===== src/rtl/seq_detect_param_if.sv =====
// Bundle of the serial-input / detector-output signals of seq_detect_param.
//   master : drives in_valid, in, pattern, overlap, clear; observes dec, match_count
//   slave  : the detector side (inputs above, drives dec and match_count)
`timescale 1ns / 1ps

interface seq_detect_param_if #(
  parameter int unsigned WIDTH = 4,
  parameter int unsigned CNT_W = 8
);
  logic             in_valid;
  logic             in;
  logic [WIDTH-1:0] pattern;
  logic             overlap;
  logic             clear;
  logic             dec;
  logic [CNT_W-1:0] match_count;

  modport master (
    output in_valid,
    output in,
    output pattern,
    output overlap,
    output clear,
    input  dec,
    input  match_count
  );

  modport slave (
    input  in_valid,
    input  in,
    input  pattern,
    input  overlap,
    input  clear,
    output dec,
    output match_count
  );
endinterface


===== src/rtl/seq_detect_param.sv =====
// Serial pattern detector with selectable overlapping / non-overlapping detection.
// Ports:
//   clk    - single clock, rising edge
//   reset  - asynchronous active-low reset (deassertion synchronised internally)
//   bus    - seq_detect_param_if.slave: in_valid/in serial input, pattern (MSB is the
//            oldest bit), overlap mode, synchronous clear; dec one-cycle match pulse
//            and saturating match_count outputs, both registered.
`timescale 1ns / 1ps

module seq_detect_param #(
  parameter int unsigned WIDTH = 4,
  parameter int unsigned CNT_W = 8
) (
  input  logic                clk,
  input  logic                reset,
  seq_detect_param_if.slave   bus
);

  localparam int unsigned FILL_W = $clog2(WIDTH + 1);
  localparam logic [FILL_W-1:0] FillFull = FILL_W'(WIDTH);
  localparam logic [FILL_W-1:0] FillLast = FILL_W'(WIDTH - 1);

  logic [1:0]        rst_sync_q;
  logic              run;

  logic [WIDTH-1:0]  history_q, history_d;
  logic [FILL_W-1:0] fill_q, fill_d;
  logic [CNT_W-1:0]  count_q, count_d;
  logic              dec_q, dec_d;

  logic [WIDTH-1:0]  shift_in;
  logic              take;
  logic              match;

  // Assertion is immediate; release only enables sampling two edges later, so a
  // bit presented around the reset-release edge is never taken.
  always_ff @(posedge clk or negedge reset) begin
    if (!reset) begin
      rst_sync_q <= '0;
    end else begin
      rst_sync_q <= {rst_sync_q[0], 1'b1};
    end
  end

  assign run = rst_sync_q[1];

  always_comb begin
    shift_in  = {history_q[WIDTH-2:0], bus.in};
    take      = run && bus.in_valid && !bus.clear;
    // The fill gate stops stale history (or an all-zero reset history) from
    // matching before WIDTH fresh bits have arrived.
    match     = take && (fill_q >= FillLast) && (shift_in == bus.pattern);

    history_d = history_q;
    fill_d    = fill_q;
    count_d   = count_q;
    dec_d     = match;

    if (bus.clear) begin
      history_d = '0;
      fill_d    = '0;
      count_d   = '0;
    end else if (take) begin
      history_d = shift_in;
      if (match) begin
        // Overlap keeps the tail as a prefix of the next match; otherwise the
        // next match needs a full WIDTH fresh bits.
        fill_d = bus.overlap ? FillFull : '0;
        if (count_q != {CNT_W{1'b1}}) begin
          count_d = count_q + CNT_W'(1);
        end
      end else if (fill_q != FillFull) begin
        fill_d = fill_q + FILL_W'(1);
      end
    end
  end

  always_ff @(posedge clk or negedge reset) begin
    if (!reset) begin
      history_q <= '0;
      fill_q    <= '0;
      count_q   <= '0;
      dec_q     <= 1'b0;
    end else begin
      history_q <= history_d;
      fill_q    <= fill_d;
      count_q   <= count_d;
      dec_q     <= dec_d;
    end
  end

  assign bus.dec         = dec_q;
  assign bus.match_count = count_q;

endmodule


===== src/flat_wrapper.sv =====
// flat-port wrapper written by rule: the top's interface ports become plain ports
module seq_detect_param_flat 
#(
  parameter int unsigned WIDTH = 4,
  parameter int unsigned CNT_W = 8
)
  (clk, reset, bus_in_valid, bus_in, bus_pattern, bus_overlap, bus_clear, bus_dec, bus_match_count);
  seq_detect_param_if #(.WIDTH(WIDTH), .CNT_W(CNT_W)) bus_i ();
  input  logic clk;
  input  logic reset;
  input wire logic [$bits(bus_i.in_valid)-1:0] bus_in_valid;
  input wire logic [$bits(bus_i.in)-1:0] bus_in;
  input wire logic [$bits(bus_i.pattern)-1:0] bus_pattern;
  input wire logic [$bits(bus_i.overlap)-1:0] bus_overlap;
  input wire logic [$bits(bus_i.clear)-1:0] bus_clear;
  output wire logic [$bits(bus_i.dec)-1:0] bus_dec;
  output wire logic [$bits(bus_i.match_count)-1:0] bus_match_count;
  assign bus_i.in_valid = bus_in_valid;
  assign bus_i.in = bus_in;
  assign bus_i.pattern = bus_pattern;
  assign bus_i.overlap = bus_overlap;
  assign bus_i.clear = bus_clear;
  assign bus_dec = bus_i.dec;
  assign bus_match_count = bus_i.match_count;
  seq_detect_param #(.WIDTH(WIDTH), .CNT_W(CNT_W)) u_core (.clk(clk), .reset(reset), .bus(bus_i));
endmodule

===== config.mk =====
export PLATFORM = sky130hd
export DESIGN_NAME = seq_detect_param_flat
export DESIGN_NICKNAME = d
export VERILOG_FILES = /design/src/rtl/seq_detect_param_if.sv /design/src/rtl/seq_detect_param.sv /design/src/flat_wrapper.sv
export SDC_FILE = /design/constraint.sdc
export NUM_CORES = 1
export LEC_CHECK = 0
export CAP_MARGIN = 20
export CORE_MARGIN = 8
export CORE_UTILIZATION = 53
export DETAILED_ROUTE_END_ITERATION = 7
export PLACE_DENSITY = 0.82
export SLEW_MARGIN = 5
export SYNTH_ARGS = -nofsm -noshare
export SYNTH_HDL_FRONTEND = slang
export SYNTH_SLANG_ARGS = --single-unit

===== constraint.sdc =====
create_clock -name clk -period 5 [get_ports clk]
set_input_delay 1.5 -clock clk [delete_from_list [all_inputs] [get_ports clk]]
set_output_delay 1.5 -clock clk [all_outputs]
set_load 0.03 [all_outputs]

## Yosys cells after proc, flatten, opt, wreduce, memory -nomap -nowiden

Index checks and enable logic that the tools add are counted.

| cells by class | value |
|---|---|
| eq/ne operators | 3 |
| magnitude comparators | 1 |
| reduce and logical (&&, ||, !) cells | 11 |
| mux-type cells | 11 |
| add/subtract/negate cells | 2 |

Operator list:

| cell | count |
|---|---|
| $mux W8 | 4 |
| $mux W3 | 7 |
| $add A8 B1 Y8 const B | 1 |
| $ne A8 B8 Y1 const B | 1 |
| $reduce_bool A2 Y1 | 3 |
| $eq A4 B4 Y1 | 1 |
| $logic_and A1 B1 Y1 | 4 |
| $add A3 B1 Y3 const B | 1 |
| $ge A3 B2 Y1 const B | 1 |
| $ne A3 B3 Y1 const B | 1 |
| $reduce_and A3 Y1 | 1 |
| $reduce_bool A3 Y1 | 1 |
| $reduce_and A2 Y1 | 1 |
| $logic_not A1 Y1 | 1 |

| storage, ports and cells | value |
|---|---|
| register bits | 17 |

## Longest topological paths before layout

| logic depth | value |
|---|---|
| depth after elaboration | 7 |
| mapped depth | 7 |
| depth with buffers taken out | 6 |

## Worst setup path before layout

Ideal clock, no wire load.

| path | value |
|---|---|
| kind | input port to flip-flop |
| from | input port bus_clear |
| to | register u_core.count_q[5], in the netlist u_core.bus.match_count[5] |
| arrival | 2.786 ns |
| buffers on the path | 2 |
| cell stages on the path | 5 |
| setup slack | 2.086 ns |
| library setup time | 0.128 ns |
| data required time | 4.872 ns |
| path through | clkbuf_1 -> a2111o_1 -> buf_4 -> nor4_4 -> mux2_1 |

| on the way | value |
|---|---|
| longest elaborated chain between the ends | 6 |
| elaborated cells on any way between the ends | 9 |
| those cells by class | mux: 1; reduce/logical: 8 |

RTL lines:

| item | line | source |
|---|---|---|
| from (decl) | flat_wrapper.sv:15 | `input wire logic [$bits(bus_i.clear)-1:0] bus_clear;` |
| $logic_not A1 Y1 | seq_detect_param.sv:49 | `take = run && bus.in_valid && !bus.clear;` |
| $logic_and A1 B1 Y1 | seq_detect_param.sv:49 |  |
| $logic_and A1 B1 Y1 (2 in a row) | seq_detect_param.sv:52 | `match = take && (fill_q >= FillLast) && (shift_in == bus.pattern);` |
| $reduce_bool A2 Y1 (no source line) | -- |  |
| $reduce_and A3 Y1 (no source line) | -- |  |
| to (signal assigned) | seq_detect_param.sv:87 | `count_q <= count_d;` |
| to (decl) | seq_detect_param.sv:28 | `logic [CNT_W-1:0] count_q, count_d;` |

Several ways; a longest one is shown, not always the timed one.
A chain may end at the register's enable or synchronous reset.

## Worst setup path in the final report

| path | value |
|---|---|
| from | input port bus_pattern[1] |
| to | register u_core.count_q[3], in the netlist u_core.bus.match_count[3] |

| on the way | value |
|---|---|
| longest elaborated chain between the ends | 4 |

RTL lines:

| item | line | source |
|---|---|---|
| from (decl) | flat_wrapper.sv:13 | `input wire logic [$bits(bus_i.pattern)-1:0] bus_pattern;` |
| $eq A4 B4 Y1 | seq_detect_param.sv:52 |  |
| $logic_and A1 B1 Y1 | seq_detect_param.sv:52 |  |
| $reduce_bool A2 Y1 (no source line) | -- |  |
| $reduce_and A3 Y1 (no source line) | -- |  |

Every way passes these cells.

==> metrics list <==
* Antenna violations before repair: 0
* Number of design rule violations left after detail routing: 0
* Number of inserted diodes: 0
* Slew Viols, Final: 0
* Critical path type: input pin to flop
* Slowest stage delay, CP: 700 ps
- Counting along the longest clock path gives a buffer depth of 2.
- The die is 58.19 um tall.
- Part of the Yosys area used for sequential elements: 45.09%
* Slew at the pin with the worst max-slew slack: 741.3 ps
- The worst setup path is captured at a flop.
* Kind of path behind the tightest hold check: flop to flop
- For this run, asynchronously set or reset flops after synthesis account for 100.0%.
- Mean area per synthesized cell: 9.931 sq um
* Pin count of the biggest net entering global routing: 20
- Leak: 0.4832 nW
* Post-synth EDFFs: 0
- Cell accounting for the most synthesized area: sky130_fd_sc_hd__dfrtp_1
- Hold bufs inserted after CTS: 0
* Startpoint of the worst-slack reg-to-reg timing path: u_core.fill_q[0]$_DFFE_PN0P_
- Core Region: 1708 sq um
- Across the run, the number of max-cap violations was 0.
* Slowest cell on crit path: sky130_fd_sc_hd__or4_1
- The HPWL after detailed placement is 1.426 mm.
* Number of standard cells after synthesis: 95
- Based on the critical path, the design can be clocked at up to 304.9 MHz.
- TritonCTS sink count: 17
* Worst reg-to-reg setup slack: 2690 ps
- WP buf/inv: 1
* Yosys cell types: 31
* Number of gates resized after CTS: 0
- Total negative slack for setup checks: 0 ps
- Summing internal, switching and leakage power gives 238.9 uW.
* Sequence of cells on the critical path: clkdlybuf4s50_1, xnor2_1, nand4_1, or4_1, a21oi_1
* Worst-skew pair later-pin latency: 290 ps
- Starting density of the core: 55.24%
- Routed WL per cell: 13.73 um
- H-tree levels: 1
- Post-route clock skew: 1.963 ps
- Net count of the mapped netlist: 109
- CTS placed an instance of sky130_fd_sc_hd__clkbuf_4 at the clock tree root.
- Final hold violations: 0
- The run finished with clean final reports.
- Final setup viols: 0
- DRT antenna net count: 0
* Post-layout nets: 129
* Slew headroom: 50.43%
* Main flop type after synthesis: sky130_fd_sc_hd__dfrtp_1
- Leading cell types by total area after synthesis: sky130_fd_sc_hd__dfrtp_1, sky130_fd_sc_hd__ha_1, sky130_fd_sc_hd__a21oi_1
* Wire length after detailed routing: 1.908 mm
* Synthesized cell area: 943.4 sq um
- Unrepaired setup endpoints after global routing: no
* End of the worst register-to-register path: u_core.bus.match_count[3]$_DFFE_PN0P_
* Wire length of the first global-routing pass: 3.305 mm
- The die is 58.19 um wide.
* Share of the synthesized area in the top cell type: 45.09%
- Drt pass-1 iters: 4
- Clock buffers created by TritonCTS: 3
- GRT Residual Overflow: 0
- During placement, the flow inserted port buffers numbering 18.
- Critical Path Start Type: input pin
- Data arrives at the worst endpoint at 3500 ps.
- Along the worst path, the maximum fanout reaches 16.
- Across all layers, the routed design uses 764 vias.
- Yosys reg bits: 17
- After layout, the worst path uses 65.59% of the clock period.
- Counting cells, the worst reg-to-reg path comes to 6.
* CTS clk-pin slew, worst paths: 100 ps
- The Yosys step of the flow raised 0 warnings.
* TritonCTS clock tree: done
- After clock tree synthesis, the setup repair step added 0 buffers.
* Starting DRC count in detailed routing: 13
- The area growth from synthesis to layout is 24.14%.
- Vias/cell: 5.496
- After floorplanning, the core was divided into 15 placement rows.
- Tmin final: 3280 ps
* Total Routing Usage GR: 12.29%
- GPL Wtd Cong: 0.8003
- The die covers 3386 sq um.
* Fraction of layout instances using a drive strength above 1: 7.018%
- The most critical setup path has its endpoint at u_core.bus.match_count[3]$_DFFE_PN0P_.
- Dominant delay contributor by cell family on the critical path: simple AND/OR/NAND/NOR gates
* CP Depth: 5
* Vias in the first global route: 729
- Worst setup startpoint: bus_pattern[1]
- Placed cell areas: 1144 sq um
- Power spread over the standard cell area amounts to 204.0 nW/um^2.
- Worst path required time: 5220 ps
* Critical hold path startpoint: u_core.rst_sync_q[0]$_DFF_PN0_
- Number of ports placed on the die boundary: 19
* Design Area, Final: 1171 sq um
* Peak ir drop on the vdd network: 0.0001677 V
-- report_power, final --
group	internal, mW	switching, mW	total [mW]	leakage (nW)
clock network	0.0298	0.0429	0.0727	0.0177
logic	0.0118	0.0123	0.0242	0.234
registers	0.140	0.00227	0.142	0.232
total	0.181	0.0575	0.239	0.483
-- flip-flops by register name (all words and copies together) (netlist names) --
name	count
u_core.rst_sync_q	2
u_core.history_q	3
u_core.bus.dec	1
u_core.bus.match_count	8
u_core.fill_q	3
-- layout make-up --
cell class              instances  area [sq um]
well taps                      25         31.28
repair buffers                 19         187.7
flip-flops and latches         17         425.4
fillers                       138         536.8
clock inverters                 1         5.005
clock buffers                   3         22.52
inverters                       5         18.77
multi-input cells              69         480.5
-- per-layer routing --
layer,vias to the layer above,track usage (%),part of all wire [%],wire [um]
li1,385,-,-,-
met1,366,15.31,47,902
met2,11,19.90,50,945
met3,2,2.649,2.5,48
met4,0,5.245,0.63,12
met5,-,0,0,0
-- synthesized netlist by cell type, types with 2 or more instances --
cell type / instances
sky130_fd_sc_hd__or4_1: 3
sky130_fd_sc_hd__nand2_1: 7
sky130_fd_sc_hd__ha_1: 4
sky130_fd_sc_hd__clkbuf_1: 3
sky130_fd_sc_hd__inv_1: 5
sky130_fd_sc_hd__o21ai_0: 3
sky130_fd_sc_hd__a21oi_1: 9
sky130_fd_sc_hd__mux2_1: 3
sky130_fd_sc_hd__nor3_1: 2
sky130_fd_sc_hd__nor2_1: 4
sky130_fd_sc_hd__nand4_1: 2
sky130_fd_sc_hd__nor2b_1: 3
sky130_fd_sc_hd__or3_1: 3
sky130_fd_sc_hd__dfrtp_1: 17
sky130_fd_sc_hd__xnor2_1: 4
sky130_fd_sc_hd__nand3_1: 6
sky130_fd_sc_hd__o31ai_1: 3
-- metrics by stage --
step / setup WS, ps / hold WS, ps / instances / utilization (%)
4_1_cts: 1718 / 363.3 / 139 / 68.57
3_3_place_gp: 1461 / 336.4 / 135 / 66.96
6_report: 1720 / 360.1 / 139 / 68.57
3_5_place_dp: 1403 / 340.5 / 135 / 66.96
5_1_grt: 1561 / 377.5 / 139 / 68.57
2_1_floorplan: 2086 / 331.2 / 95 / -
-- placed cells by master, fill, tap and decap left out, types with 2 or more instances in the layout --
cell type	synthesis	routed
sky130_fd_sc_hd__or4_1	3	3
sky130_fd_sc_hd__mux2_1	3	3
sky130_fd_sc_hd__dfrtp_1	17	17
sky130_fd_sc_hd__nand3_1	6	6
sky130_fd_sc_hd__xnor2_1	4	4
sky130_fd_sc_hd__o31ai_1	3	3
sky130_fd_sc_hd__or3_1	3	3
sky130_fd_sc_hd__clkbuf_4	0	3
sky130_fd_sc_hd__nand2_1	7	7
sky130_fd_sc_hd__nor2b_1	3	3
sky130_fd_sc_hd__nor2_1	4	4
sky130_fd_sc_hd__o21ai_0	3	3
sky130_fd_sc_hd__nor3_1	2	2
sky130_fd_sc_hd__clkdlybuf4s50_1	0	18
sky130_fd_sc_hd__ha_1	4	4
sky130_fd_sc_hd__nand4_1	2	2
sky130_fd_sc_hd__a21oi_1	9	9
sky130_fd_sc_hd__inv_1	5	5
-- logic make-up after synthesis --
logic type               Yosys count  share of synthesized area (%)
AO/OA/AOI/OAI                     19                          12.60
XOR/XNOR                           5                          4.642
buffers and inverters              9                          3.979
multiplexers                       4                          4.642
AND/OR/NAND/NOR                   36                          23.34
flip-flops                        17                          45.09
adder cells (fa/ha/maj)            4                          5.305
other                              1                         0.3975
-- worst min-delay path by stage --
stage                                                 to  depth (start not counted)  slack [ps]
after global routing      u_core.rst_sync_q[1]$_DFF_PN0_                          0         380
final                     u_core.rst_sync_q[1]$_DFF_PN0_                          0         360
after CTS                 u_core.rst_sync_q[1]$_DFF_PN0_                          0         360
after detailed placement  u_core.rst_sync_q[1]$_DFF_PN0_                          0         340
after floorplan           u_core.rst_sync_q[1]$_DFF_PN0_                          0         330
after global placement    u_core.rst_sync_q[1]$_DFF_PN0_                          0         340
Power figures use the tool's default switching activity.
